## src/rtl/decode_stage_if.sv

```systemverilog
// Fetch->decode->execute handshake bundle for decode_stage.
// slave: the decode stage; master: the surrounding fetch/execute logic.
interface decode_stage_if #(
  parameter int unsigned XLEN     = 32,
  parameter int unsigned ALU_OP_W = 4
);
  logic                in_valid;
  logic                in_ready;
  logic [XLEN-1:0]     in_pc;
  logic [31:0]         in_instr;

  logic                out_valid;
  logic                out_ready;
  logic [XLEN-1:0]     out_pc;
  logic [4:0]          out_rd;
  logic [4:0]          out_rs1;
  logic [4:0]          out_rs2;
  logic [13:0]         out_ctrl;
  logic [XLEN-1:0]     out_imm;
  logic [ALU_OP_W-1:0] out_alu_op;
  logic [2:0]          out_func3;

  modport slave (
    input  in_valid, in_pc, in_instr, out_ready,
    output in_ready, out_valid, out_pc, out_rd, out_rs1, out_rs2,
           out_ctrl, out_imm, out_alu_op, out_func3
  );

  modport master (
    output in_valid, in_pc, in_instr, out_ready,
    input  in_ready, out_valid, out_pc, out_rd, out_rs1, out_rs2,
           out_ctrl, out_imm, out_alu_op, out_func3
  );
endinterface

```

## src/rtl/decode_stage.sv

```systemverilog
// Registered RV32 decode stage with a 2-entry skid buffer and flush.
// Optional M-extension decode enabled by defining DECODE_MEXT_EN.
module decode_stage #(
  parameter int unsigned XLEN     = 32,
  parameter int unsigned RV32E    = 0,
  parameter int unsigned ALU_OP_W = 4
) (
  input  logic           clk,
  input  logic           rst_n,
  input  logic           flush,
  decode_stage_if.slave  bus
);

  if (XLEN != 32) begin : g_xlen_chk
    $error("decode_stage: only XLEN=32 is supported");
  end
  if (ALU_OP_W < 4) begin : g_aluw_chk
    $error("decode_stage: ALU_OP_W must be at least 4");
  end

  typedef enum logic [6:0] {
    OPC_LOAD   = 7'b0000011,
    OPC_OP_IMM = 7'b0010011,
    OPC_AUIPC  = 7'b0010111,
    OPC_STORE  = 7'b0100011,
    OPC_OP     = 7'b0110011,
    OPC_LUI    = 7'b0110111,
    OPC_BRANCH = 7'b1100011,
    OPC_JALR   = 7'b1100111,
    OPC_JAL    = 7'b1101111
  } opcode_e;

  localparam int unsigned C_WEN    = 0;
  localparam int unsigned C_RS1    = 1;
  localparam int unsigned C_RS2    = 2;
  localparam int unsigned C_IMM    = 3;
  localparam int unsigned C_BR     = 4;
  localparam int unsigned C_JAL    = 5;
  localparam int unsigned C_JALR   = 6;
  localparam int unsigned C_OP1Z   = 7;
  localparam int unsigned C_OP1PC  = 8;
  localparam int unsigned C_OP2F   = 9;
  localparam int unsigned C_ILL    = 10;
  localparam int unsigned C_MRD    = 11;
  localparam int unsigned C_MWR    = 12;
  localparam int unsigned C_MULDIV = 13;

  typedef struct packed {
    logic [XLEN-1:0]     pc;
    logic [4:0]          rd;
    logic [4:0]          rs1;
    logic [4:0]          rs2;
    logic [13:0]         ctrl;
    logic [XLEN-1:0]     imm;
    logic [ALU_OP_W-1:0] alu_op;
    logic [2:0]          func3;
  } bundle_t;

  logic [31:0] instr;
  logic [6:0]  opcode;
  logic [2:0]  f3;
  logic [6:0]  f7;
  logic [31:0] imm_i, imm_s, imm_b, imm_u, imm_j;

  assign instr  = bus.in_instr;
  assign opcode = instr[6:0];
  assign f3     = instr[14:12];
  assign f7     = instr[31:25];

  assign imm_i = {{20{instr[31]}}, instr[31:20]};
  assign imm_s = {{20{instr[31]}}, instr[31:25], instr[11:7]};
  assign imm_b = {{20{instr[31]}}, instr[7], instr[30:25], instr[11:8], 1'b0};
  assign imm_u = {instr[31:12], 12'h000};
  assign imm_j = {{12{instr[31]}}, instr[19:12], instr[20], instr[30:21], 1'b0};

  logic [13:0] ctrl;
  logic [31:0] imm_sel;
  logic [3:0]  alu4;
  logic        ill;
  bundle_t     dec;

  always_comb begin
    ctrl    = '0;
    imm_sel = '0;
    alu4    = '0;
    ill     = 1'b0;
    case (opcode)
      OPC_OP: begin
        ctrl[C_WEN] = 1'b1;
        ctrl[C_RS1] = 1'b1;
        ctrl[C_RS2] = 1'b1;
        alu4        = {f7[5], f3};
        if (f7 == 7'b0000000) begin
          ill = 1'b0;
        end else if (f7 == 7'b0100000 && (f3 == 3'b000 || f3 == 3'b101)) begin
          ill = 1'b0;
`ifdef DECODE_MEXT_EN
        end else if (f7 == 7'b0000001) begin
          ctrl[C_MULDIV] = 1'b1;
`endif
        end else begin
          ill = 1'b1;
        end
      end
      OPC_OP_IMM: begin
        ctrl[C_WEN] = 1'b1;
        ctrl[C_RS1] = 1'b1;
        ctrl[C_IMM] = 1'b1;
        imm_sel     = imm_i;
        alu4        = {1'b0, f3};
        if (f3 == 3'b001) begin
          ill = (f7 != 7'b0000000);
        end else if (f3 == 3'b101) begin
          alu4[3] = f7[5];
          ill     = (f7 != 7'b0000000) && (f7 != 7'b0100000);
        end
      end
      OPC_LOAD: begin
        ctrl[C_WEN] = 1'b1;
        ctrl[C_RS1] = 1'b1;
        ctrl[C_IMM] = 1'b1;
        ctrl[C_MRD] = 1'b1;
        imm_sel     = imm_i;
        ill         = (f3 == 3'b011) || (f3 == 3'b110) || (f3 == 3'b111);
      end
      OPC_STORE: begin
        ctrl[C_RS1] = 1'b1;
        ctrl[C_RS2] = 1'b1;
        ctrl[C_IMM] = 1'b1;
        ctrl[C_MWR] = 1'b1;
        imm_sel     = imm_s;
        ill         = f3[2] || (f3 == 3'b011);
      end
      OPC_BRANCH: begin
        ctrl[C_RS1] = 1'b1;
        ctrl[C_RS2] = 1'b1;
        ctrl[C_BR]  = 1'b1;
        imm_sel     = imm_b;
        ill         = (f3 == 3'b010) || (f3 == 3'b011);
      end
      OPC_LUI: begin
        ctrl[C_WEN]  = 1'b1;
        ctrl[C_IMM]  = 1'b1;
        ctrl[C_OP1Z] = 1'b1;
        imm_sel      = imm_u;
      end
      OPC_AUIPC: begin
        ctrl[C_WEN]   = 1'b1;
        ctrl[C_IMM]   = 1'b1;
        ctrl[C_OP1PC] = 1'b1;
        imm_sel       = imm_u;
      end
      OPC_JAL: begin
        ctrl[C_WEN]   = 1'b1;
        ctrl[C_JAL]   = 1'b1;
        ctrl[C_OP1PC] = 1'b1;
        ctrl[C_OP2F]  = 1'b1;
        imm_sel       = imm_j;
      end
      OPC_JALR: begin
        ctrl[C_WEN]   = 1'b1;
        ctrl[C_RS1]   = 1'b1;
        ctrl[C_JALR]  = 1'b1;
        ctrl[C_OP1PC] = 1'b1;
        ctrl[C_OP2F]  = 1'b1;
        imm_sel       = imm_i;
        ill           = (f3 != 3'b000);
      end
      default: ill = 1'b1;
    endcase

    // RV32E: only register fields the instruction actually uses are range-checked
    if (RV32E != 0) begin
      if ((ctrl[C_WEN] && instr[11]) || (ctrl[C_RS1] && instr[19]) ||
          (ctrl[C_RS2] && instr[24])) begin
        ill = 1'b1;
      end
    end

    // Illegal entries still flow downstream but must not cause side effects
    if (ill) begin
      ctrl[C_WEN]  = 1'b0;
      ctrl[C_MRD]  = 1'b0;
      ctrl[C_MWR]  = 1'b0;
      ctrl[C_BR]   = 1'b0;
      ctrl[C_JAL]  = 1'b0;
      ctrl[C_JALR] = 1'b0;
    end
    ctrl[C_ILL] = ill;

    dec        = '0;
    dec.pc     = bus.in_pc;
    dec.rd     = instr[11:7];
    dec.rs1    = instr[19:15];
    dec.rs2    = instr[24:20];
    dec.ctrl   = ctrl;
    dec.imm    = imm_sel;
    dec.alu_op = ALU_OP_W'(alu4);
    dec.func3  = f3;
  end

  bundle_t main_q, main_d, skid_q, skid_d;
  logic    main_valid_q, main_valid_d;
  logic    skid_valid_q, skid_valid_d;
  logic    accept, main_free;

  assign accept    = bus.in_valid && !skid_valid_q;
  assign main_free = !main_valid_q || bus.out_ready;

  // The skid can only be occupied while in_ready is low, so a draining
  // main register refills from the skid and never sees a same-cycle accept.
  always_comb begin
    main_d       = main_q;
    skid_d       = skid_q;
    main_valid_d = main_valid_q;
    skid_valid_d = skid_valid_q;
    if (flush) begin
      main_valid_d = 1'b0;
      skid_valid_d = 1'b0;
    end else if (main_free) begin
      if (skid_valid_q) begin
        main_d       = skid_q;
        main_valid_d = 1'b1;
        skid_valid_d = 1'b0;
      end else begin
        main_valid_d = accept;
        if (accept) begin
          main_d = dec;
        end
      end
    end else if (accept) begin
      skid_d       = dec;
      skid_valid_d = 1'b1;
    end
  end

  always_ff @(posedge clk or negedge rst_n) begin
    if (!rst_n) begin
      main_q       <= '0;
      skid_q       <= '0;
      main_valid_q <= 1'b0;
      skid_valid_q <= 1'b0;
    end else begin
      main_q       <= main_d;
      skid_q       <= skid_d;
      main_valid_q <= main_valid_d;
      skid_valid_q <= skid_valid_d;
    end
  end

  assign bus.in_ready   = !skid_valid_q;
  assign bus.out_valid  = main_valid_q;
  assign bus.out_pc     = main_q.pc;
  assign bus.out_rd     = main_q.rd;
  assign bus.out_rs1    = main_q.rs1;
  assign bus.out_rs2    = main_q.rs2;
  assign bus.out_ctrl   = main_q.ctrl;
  assign bus.out_imm    = main_q.imm;
  assign bus.out_alu_op = main_q.alu_op;
  assign bus.out_func3  = main_q.func3;

endmodule

```

## src/flat_wrapper.sv

```systemverilog
// flat-port wrapper written by rule: the top's interface ports become plain ports
module decode_stage_flat 
#(
  parameter int unsigned XLEN     = 32,
  parameter int unsigned RV32E    = 0,
  parameter int unsigned ALU_OP_W = 4
)
  (clk, rst_n, flush, bus_in_valid, bus_in_pc, bus_in_instr, bus_out_ready, bus_in_ready, bus_out_valid, bus_out_pc, bus_out_rd, bus_out_rs1, bus_out_rs2, bus_out_ctrl, bus_out_imm, bus_out_alu_op, bus_out_func3);
  decode_stage_if #(.XLEN(XLEN), .ALU_OP_W(ALU_OP_W)) bus_i ();
  input  logic clk;
  input  logic rst_n;
  input  logic flush;
  input wire logic [$bits(bus_i.in_valid)-1:0] bus_in_valid;
  input wire logic [$bits(bus_i.in_pc)-1:0] bus_in_pc;
  input wire logic [$bits(bus_i.in_instr)-1:0] bus_in_instr;
  input wire logic [$bits(bus_i.out_ready)-1:0] bus_out_ready;
  output wire logic [$bits(bus_i.in_ready)-1:0] bus_in_ready;
  output wire logic [$bits(bus_i.out_valid)-1:0] bus_out_valid;
  output wire logic [$bits(bus_i.out_pc)-1:0] bus_out_pc;
  output wire logic [$bits(bus_i.out_rd)-1:0] bus_out_rd;
  output wire logic [$bits(bus_i.out_rs1)-1:0] bus_out_rs1;
  output wire logic [$bits(bus_i.out_rs2)-1:0] bus_out_rs2;
  output wire logic [$bits(bus_i.out_ctrl)-1:0] bus_out_ctrl;
  output wire logic [$bits(bus_i.out_imm)-1:0] bus_out_imm;
  output wire logic [$bits(bus_i.out_alu_op)-1:0] bus_out_alu_op;
  output wire logic [$bits(bus_i.out_func3)-1:0] bus_out_func3;
  assign bus_i.in_valid = bus_in_valid;
  assign bus_i.in_pc = bus_in_pc;
  assign bus_i.in_instr = bus_in_instr;
  assign bus_i.out_ready = bus_out_ready;
  assign bus_in_ready = bus_i.in_ready;
  assign bus_out_valid = bus_i.out_valid;
  assign bus_out_pc = bus_i.out_pc;
  assign bus_out_rd = bus_i.out_rd;
  assign bus_out_rs1 = bus_i.out_rs1;
  assign bus_out_rs2 = bus_i.out_rs2;
  assign bus_out_ctrl = bus_i.out_ctrl;
  assign bus_out_imm = bus_i.out_imm;
  assign bus_out_alu_op = bus_i.out_alu_op;
  assign bus_out_func3 = bus_i.out_func3;
  decode_stage #(.XLEN(XLEN), .RV32E(RV32E), .ALU_OP_W(ALU_OP_W)) u_core (.clk(clk), .rst_n(rst_n), .flush(flush), .bus(bus_i));
endmodule
```

## config.mk

```make
export PLATFORM = sky130hd
export DESIGN_NAME = decode_stage_flat
export DESIGN_NICKNAME = d
export VERILOG_FILES = /design/src/rtl/decode_stage_if.sv /design/src/rtl/decode_stage.sv /design/src/flat_wrapper.sv
export SDC_FILE = /design/constraint.sdc
export NUM_CORES = 1
export LEC_CHECK = 0
export ABC_CLOCK_PERIOD_IN_PS = 1400
export CAP_MARGIN = 25
export CORE_MARGIN = 1.5
export CORE_UTILIZATION = 35
export CTS_CLUSTER_SIZE = 24
export DETAILED_ROUTE_END_ITERATION = 6
export MAX_ROUTING_LAYER = met4
export PLACE_DENSITY_LB_ADDON = 0.3
export RECOVER_POWER = 100
export SKIP_LAST_GASP = 1
export SLEW_MARGIN = 40
export SYNTH_ARGS = -nofsm -noshare
export SYNTH_HDL_FRONTEND = slang
export SYNTH_SLANG_ARGS = --single-unit
```

## constraint.sdc

```tcl
create_clock -name clk -period 1.4 [get_ports clk]
set_input_delay 0.28 -clock clk [delete_from_list [all_inputs] [get_ports clk]]
set_output_delay 0.28 -clock clk [all_outputs]
set_load 0.01 [all_outputs]
```

=== After elaboration in Yosys (flattened, before gate mapping) ===
Cells that the tools add are included.

* Bits of input ports: 69
* Output and inout port bits: 102
* Word-level logic and storage cells: 98
* Register bits: 201

* Reduce and logical (&&, ||, !) cells: 29
* Equality and inequality tests: 17
* Muxes and demuxes: 32
* Bitwise gates (word level): 2

{| class="wikitable"
|+ Operators by type and width
! cell !! number
|-
| $mux W100 || 2
|-
| $pmux W32 S5 || 1
|-
| $eq A7 B6 Y1 const B || 4
|-
| $mux W1 || 25
|-
| $eq A7 B7 Y1 const B || 3
|-
| $eq A7 B5 Y1 const B || 2
|-
| $reduce_or A3 Y1 || 4
|-
| $eq A3 B3 Y1 const B || 3
|-
| $pmux W4 S2 || 1
|-
| $eq A7 B2 Y1 const B || 1
|-
| $logic_not A7 Y1 || 1
|-
| $ne A7 B6 Y1 const B || 1
|-
| $pmux W1 S7 || 1
|-
| $reduce_bool A7 Y1 || 1
|-
| $reduce_or A7 Y1 || 1
|-
| $eq A3 B2 Y1 const B || 2
|-
| $logic_or A1 B1 Y1 || 6
|-
| $reduce_and A3 Y1 || 2
|-
| $reduce_bool A3 Y1 || 2
|-
| $reduce_or A6 Y1 || 1
|-
| $reduce_or A5 Y1 || 1
|-
| $reduce_bool A2 Y1 || 2
|-
| $reduce_or A2 Y1 || 2
|-
| $eq A3 B1 Y1 const B || 1
|-
| 6 further kinds || 10
|}

=== Longest topological paths before layout ===
Gate-level depths: netlist of run 1.

* Depth in word-level cells: 9
* Depth in mapped cells: 8
* Gate-level depth less buffers: 5

=== Least setup slack after synthesis of run 1 ===
OpenSTA, ideal clock, no wires.

* Kind: input to register
* Start point: input bus_in_instr[12]
* End point: register u_core.main_q (netlist bit u_core.bus.out_ctrl[10])
* Data arrival time: 1458 ps
* Library setup time: 129 ps
* Cell stages on the path: 6
* Data required time: 1271 ps
* Path buffers: 1
* Path slack: -187 ps
* Cell sequence: clkbuf_1 -> xor2_1 -> o21ai_0 -> a31oi_1 -> o21a_1 -> o41a_1

* Cells in the longest elaborated chain, start to end: 8
* Elaborated cells between the ends (all ways): 21
* Those cells by class: 6 x eq/ne; 7 x mux; 8 x reduce/logical

{| class="wikitable"
|+ Ends and longest elaborated chain
! item !! line !! source
|-
| start: declaration || flat_wrapper.sv:15 || <nowiki>input wire logic [$bits(bus_i.in_instr)-1:0] bus_in_instr;</nowiki>
|-
| $eq A3 B3 Y1 / $logic_not A3 Y1 (equally long branches) || decode_stage.sv:95, decode_stage.sv:113 ||
|-
| $logic_or A1 B1 Y1 || decode_stage.sv:95 || <nowiki>end else if (f7 == 7'b0100000 && (f3 == 3'b000 || f3 == 3'b101)) begin</nowiki>
|-
| $logic_and A1 B1 Y1 || decode_stage.sv:95 ||
|-
| $mux W1 || decode_stage.sv:95 ||
|-
| $mux W1 || decode_stage.sv:93 || <nowiki>if (f7 == 7'b0000000) begin</nowiki>
|-
| $pmux W1 S7 * || decode_stage.sv:87 || <nowiki>case (opcode)</nowiki>
|-
| $mux W100 * || decode_stage.sv:227 || <nowiki>if (accept) begin</nowiki>
|-
| $mux W100 * || decode_stage.sv:221 || <nowiki>if (skid_valid_q) begin</nowiki>
|-
| end signal: assignment || decode_stage.sv:244 || <nowiki>main_q <= main_d;</nowiki>
|-
| end: declaration || decode_stage.sv:202 || <nowiki>bundle_t main_q, main_d, skid_q, skid_d;</nowiki>
|}

Mark *: on every way between the ends. The rest lies on a longest branch, timed or not. The select of a mux whose other input is x is not followed.
A chain may end at the register's enable or synchronous reset.

=== Final worst setup path of run 1 ===
* Start point: register u_core.skid_valid_q
* End point: register u_core.main_q (netlist bit u_core.bus.out_ctrl[12])

* Cells in the longest elaborated chain, start to end: 4
* Elaborated cells between the ends (all ways): 5
* Those cells by class: 1 x mux; 4 x reduce/logical

{| class="wikitable"
|+ Ends and longest elaborated chain
! item !! line !! source
|-
| start: declaration || decode_stage.sv:204 || <nowiki>logic skid_valid_q, skid_valid_d;</nowiki>
|-
| start signal: assignment || decode_stage.sv:247 || <nowiki>skid_valid_q <= skid_valid_d;</nowiki>
|-
| $logic_not A1 Y1 || decode_stage.sv:207 || <nowiki>assign accept = bus.in_valid && !skid_valid_q;</nowiki>
|-
| $logic_and A1 B1 Y1 || decode_stage.sv:207 ||
|-
| $reduce_bool A2 Y1 (no source line) || - ||
|-
| $reduce_and A3 Y1 (no source line) || - ||
|}

Several ways; a longest one is shown, not always the timed one.

==> impl_metrics.ini, run 1 <==
[power]
switching_power_uw = 4390
power_density_nw_per_um2 = 995.3
leakage_uw = 0.006737
p_int_uw = 10680
power_frac_seq = 0.466
comb_power_share = 0.216
ir_drop_mv = 0.7950
p_sw_frac = 0.2914
pwr-share-clk = 0.317

[clock_tree]
cts_tree = yes
cts-root-buf = clkbuf_16
worstSkewPairLatency_ps = 430
cts_buffer_depth = 2
numClockSinks = 200
cts-buffers-inserted = 17
clkSlewWorstSetupHoldPaths_ps = 80
h-tree-depth = 4

[drt]
met3_wirelength_um = 2244
wirelength_um = 32450
drc_errors = 0
ant_nets = 0
drt-met1-wl_um = 13580
highest_layer = met4
wl_per_cell_um = 20.19
drtPass1Iterations = 5
num_vias = 8545
wl_met2_um = 15820
first_iter_violations = 544
vias_per_cell = 5.317

[min_path]
hold_class = in2async

[logic_synthesis]
synth_area_leader_cell = dfrtp_1
synth_top_family_by_area = compound AO/OA/AOI/OAI gates
ys.flop_type = dfrtp_1
synth-adder-area-share = 0
async_reset_ff_frac = 1.000
avgSynthCellArea_um2 = 9.451
synthMuxAreaShare = 0.06127
ys_top_cells_by_area = dfrtp_1 56%, nand2_1 12%, o21ai_0 7.7%
synthSimpleGateAreaFrac = 0.1607
synth_area_um2 = 8884
ys_types = 49
synth_top_area_frac = 0.5634
ys.warnings.count = 0
synth_edf_count = 0
synthCells = 940
synth_compound_area_frac = 0.1735
synth_sequential_area_ratio = 0.5634
syn_nets = 1009
synth_xor_area_frac = 0.0009859
synth_seq_cells = 200

[floorplanning]
dieWidth_um = 162.3
start_util = 0.3548
num_rows = 58
io_pins = 171
die_h_um = 162.3
core-area_um2 = 25040
die_area_um2 = 26350

[timing]
fin_hold_ws_ps = 299.4
setup_slack_ps = -267.7
skew_ps = 12.43
worst_pin_slew_ps = 652.9
hold_viol_final = 0
timing.final.crit_period_ps = 1668
timing.final.max_slew_violations = 0
finalCritPeriodShare = 1.191
fmax_mhz = 599.6
rsz0062_at_grt = true
relSlewSlack = 0.5648
setup_viol = 201

[worst_setup_path]
path_delay_family = flip-flops
rrSetupSlack_ps = -270
crit_buf_inv = 2
r2r_cells = 6
critPathArrivalTime_ps = 1990
reg2reg_to = u_core.bus.out_ctrl[12]
path_max_fanout = 8
cpMaxStageDelayCell = dfrtp_4
cpPeakStageDelay_ps = 540
worstPathCellList = buf_6 -> o211a_4 -> clkbuf_16 -> and3_1 -> a21oi_2 -> o41ai_1
worstSetupStartpointType = flip-flop
reg2reg_from = u_core.skid_valid_q
crit_path_end_kind = flip-flop
required_ps = 1720
critical_path_class = reg2reg

[grt]
antenna_found_initial = 2
grt_start_max_net_pins = 84
grt_overflow = 0
grt_pass1_vias = 8620
grt_pass1_wl_um = 48700
gr-usage-all-layers = 0.2478

[run_status]
status = complete, but fails checks
violations = setup timing

[finish]
fillers = 1985
mostFrequentLayoutCells = 218 x nand2_1, 198 x dfrtp_1, 98 x buf_4
mostFrequentLayoutCell = nand2_1
nets = 1332
areaGrowthSynthToFinish_pct = 70.39
layoutNonFillerInstCount = 1607
layout-drive-gt1-share = 0.3671
fin_util = 0.6046

[placed_design]
placed_cells = 1473
globalplace.congestion = 0.8747
preCtsSetupSlack_ps = -830.9
post-dp-hpwl_um = 17790
port_buffers = 169

[job]
drv_cap = 0
==> state kept, by name (all words and copies together), names as in the netlist <==
signal and count:
u_core.skid_valid_q 1, u_core.bus.out_rs2 5, u_core.bus.out_alu_op 4, u_core.bus.out_pc 32, u_core.skid_q 99, u_core.bus.out_ctrl 13, u_core.bus.out_rs1 5, u_core.bus.out_imm 32
u_core.bus.out_rd 5, u_core.bus.out_valid 1, u_core.bus.out_func3 3
==> synth_stat cells (10+ instances only) <==
library cell / n
a211oi_1: 15
a21oi_1: 31
a22oi_1: 12
and3_1: 10
buf_2: 24
clkbuf_1: 43
dfrtp_1: 200
inv_1: 13
mux2i_1: 51
nand2_1: 279
nor2_1: 14
o211ai_1: 13
o21a_1: 13
o21ai_0: 136
==> layout make-up <==
class,count,area [µm²],share of cell area
Tap cell,330,412.9,0.02728
Clock inverter,13,122.6,0.008101
Clock buffer,18,429.2,0.02835
Antenna cell,2,5.005,0.0003306
Inverter,13,52.55,0.003472
Sequential cell,200,5010,0.3310
Multi-Input combinational cell,658,4718,0.3117
Timing Repair Buffer,373,4387,0.2898
==> metrics by stage <==
step,total power [µW],instance area (µm²),setup TNS [ps]
3_5_place_dp,9607,11770,-110990
5_1_grt,15750,15140,-43660
6_report,15070,15140,-32070
2_1_floorplan,8074,9138,-1282
4_1_cts,14780,14390,-23830
3_3_place_gp,9542,11770,-107470
==> kinds of logic after synthesis <==
logic type / count (synthesis)
multiplexers: 54
buffers and inverters: 85
XOR/XNOR: 1
AO/OA/AOI/OAI: 257
flip-flops: 200
other: 1
AND/OR/NAND/NOR: 342
==> routing by layer <==
| layer | global-route usage | up-vias |
|---|---|---|
| met3 | 0.05873 | 49 |
| met2 | 0.3850 | 320 |
| met5 | - | - |
| li1 | - | 3891 |
| met1 | 0.3136 | 4285 |
| met4 | 0.09591 | 0 |
==> power by group through the flow <==
stage | Clock, µW | Sequential [µW] | Combinational, µW
after global placement | 0 | 7040 | 2510
after floorplan | 0 | 7120 | 957
after detailed placement | 0 | 7050 | 2560
final | 4780 | 7030 | 3260
after CTS | 4850 | 6950 | 2980
after global routing | 5110 | 7110 | 3530
==> timing repair <==
| action | 4_1_cts | 5_1_grt |
|---|---|---|
| hold endpoints to repair | 200 | 0 |
| hold buffers | 1 | 0 |
| pin swaps | 53 | 83 |
| resized for setup | 420 | 285 |
| cloned | 37 | 8 |
| buffers inserted | 55 | 11 |
| setup endpoints to repair | 299 | 251 |
==> how the worst max path moves through the flow <==
stage / start / endpoint / slack, ps / cells past startpoint
5_1_grt: u_core.skid_valid_q / u_core.skid_q[24] / -320 / 7
3_5_place_dp: bus_in_instr[3] / u_core.bus.out_imm[16] / -830 / 7
3_3_place_gp: bus_in_instr[31] / u_core.bus.out_ctrl[10] / -790 / 6
4_1_cts: u_core.skid_valid_q / u_core.skid_q[43] / -200 / 6
6_report: u_core.skid_valid_q / u_core.bus.out_ctrl[12] / -270 / 6
2_1_floorplan: bus_in_instr[2] / u_core.bus.out_ctrl[11] / -90 / 5
Note: power is estimated with default switching activity, not from simulation.
==> run 2: changes to the inputs <==
--- a/config.mk
+++ b/config.mk
@@ -9,10 +9,10 @@
 export CAP_MARGIN = 25
 export CORE_MARGIN = 1.5
 export CORE_UTILIZATION = 35
-export CTS_CLUSTER_SIZE = 24
+export CTS_CLUSTER_SIZE = 12
 export DETAILED_ROUTE_END_ITERATION = 6
 export MAX_ROUTING_LAYER = met4
-export PLACE_DENSITY_LB_ADDON = 0.3
+export PLACE_DENSITY = 0.67
 export RECOVER_POWER = 100
 export SKIP_LAST_GASP = 1
 export SLEW_MARGIN = 40
==> impl_metrics.ini, run 2 (same netlist as run 1, synthesis figures left out) <==
[timing]
setup_slack_ps = -215.9
fmax_mhz = 618.9
hold_viol_final = 0
skew_ps = 10.84
timing.final.max_slew_violations = 0
rsz0062_at_grt = true
finalSetupTns_ps = -19320
finalCritPeriodShare = 1.154
timing.final.crit_period_ps = 1616
worst_pin_slew_ps = 586.5
setup_viol = 187
relSlewSlack = 0.6090

[floorplanning]
die_h_um = 162.3
die_area_um2 = 26350
io_pins = 171
num_rows = 58
start_util = 0.3548
dieWidth_um = 162.3
core-area_um2 = 25040

[finish]
multi_input_area_um2 = 4528
layoutNonFillerInstCount = 1610
layout-drive-gt1-share = 0.3578
regArea_um2 = 5010
nets = 1336
fin_util = 0.5829
areaGrowthSynthToFinish_pct = 64.27
mostFrequentLayoutCell = nand2_1
largest_reg_flops = 99
fin_area_um2 = 14590
top_register = u_core.skid_q
mostFrequentLayoutCells = 212 x nand2_1, 198 x dfrtp_1, 117 x buf_4
fillers = 2103
antenna_cells = 0

[drt]
ant_nets = 0
first_iter_violations = 553
wirelength_um = 30430
num_vias = 8352
wl_per_cell_um = 18.90
drc_errors = 0
vias_per_cell = 5.188
drtPass1Iterations = 5

[clock_tree]
cts_tree = yes
cts_buffer_depth = 2
cts-buffers-inserted = 17
h-tree-depth = 4
worstSkewPairLatency_ps = 440
clkSlewWorstSetupHoldPaths_ps = 80
cts-root-buf = clkbuf_16
numClockSinks = 200

[grt]
grt_start_max_net_pins = 46
gr-usage-all-layers = 0.2397
grt_pass1_vias = 8541
grt_pass1_wl_um = 47160
grt_overflow = 0
antenna_found_initial = 0

[placed_design]
post-dp-hpwl_um = 18090
port_buffers = 169
placed_cells = 1484
globalplace.congestion = 0.9003
place_area_um2 = 11850
preCtsSetupSlack_ps = -767.5

[worst_setup_path]
crit_path_end_kind = flip-flop
r2r_cells = 7
required_ps = 1730
path_max_fanout = 7
critPathArrivalTime_ps = 1940
reg2reg_from = u_core.bus.out_valid
reg2reg_to = u_core.bus.out_ctrl[8]
rrSetupSlack_ps = -220
critical_path_class = reg2reg
worstSetupStartpointType = flip-flop

[power]
leakage_uw = 0.006647
power_density_nw_per_um2 = 1063
ir_drop_mv = 0.6271

[run_status]
status = complete, but fails checks
violations = setup timing

[min_path]
holdPathEnd = u_core.skid_q[46]
min_from = bus_in_instr[6]
holdPathStages = 3
hold_class = in2reg

[job]
drv_cap = 0
==> run 2: cell count changes in the layout (fill, tap and decap cells not counted), sizes merged <==
cell           change
buf               +12
clkdlybuf4s15     -11
clkinvlp           -4
clkbuf             +3
inv                +3
diode              -2
dlygate4sd2        +2
bufbuf             +1
bufinv             +1
dlygate4sd3        -1
nand2              -1
==> run 2: final cells by class <==
class | instances | area share
multi-input combinational | 657 | 0.3103
inverter | 13 | 0.003515
tap | 330 | 0.02829
clock inverter | 13 | 0.01106
sequential | 200 | 0.3433
clock buffer | 19 | 0.03035
timing repair buffer | 378 | 0.2732
==> run 2: repair_timing <==
item,CTS,global route
gates resized for setup,433,222
setup endpoints to repair,298,254
cloned,22,2
pin swaps,73,51
hold buffers,1,0
setup buffers,56,30
endpoints found under the hold margin,31,0
==> run 2: worst max-delay path: stages, from the launching register on <==
cell,delay (ps)
dfrtp_1,420
nand2b_4,110
buf_4,110
o211a_4,170
buf_8,140
buf_12,130
buf_12,100
mux2_2,320
==> run 2: through the flow <==
stage	hold slack [ps]	total power (µW)
finish	307.3	15510
global route	318.5	16160
CTS	366.5	15240
detailed placement	239.6	9658
global placement	237.1	9587
floorplan	-15.59	8074
==> run 2: worst max path at each step <==
stage	startpoint	slack [ps]	to	cells past startpoint
2_1_floorplan	bus_in_instr[2]	-90	u_core.bus.out_ctrl[11]	5
3_3_place_gp	bus_in_instr[5]	-730	u_core.bus.out_imm[16]	8
3_5_place_dp	bus_in_instr[5]	-770	u_core.bus.out_imm[16]	8
4_1_cts	u_core.skid_valid_q	-230	bus_in_ready	3
5_1_grt	u_core.skid_valid_q	-260	u_core.bus.out_pc[0]	8
6_report	u_core.bus.out_valid	-220	u_core.bus.out_ctrl[8]	7
==> run 2: where the power goes <==
group / switching [µW] / total, µW / internal, µW
combinational: 1620 / 3340 / 1720
clock: 2410 / 5150 / 2740
sequential: 494 / 7020 / 6530
==> run 2: metal layers <==
layer | up-vias | part of all wire | global-route usage
li1 | 3895 | - | -
met1 | 4120 | 0.42 | 0.2963
met2 | 275 | 0.48 | 0.3743
met3 | 62 | 0.063 | 0.05618
met4 | 0 | 0.035 | 0.1072
met5 | - | 0 | -
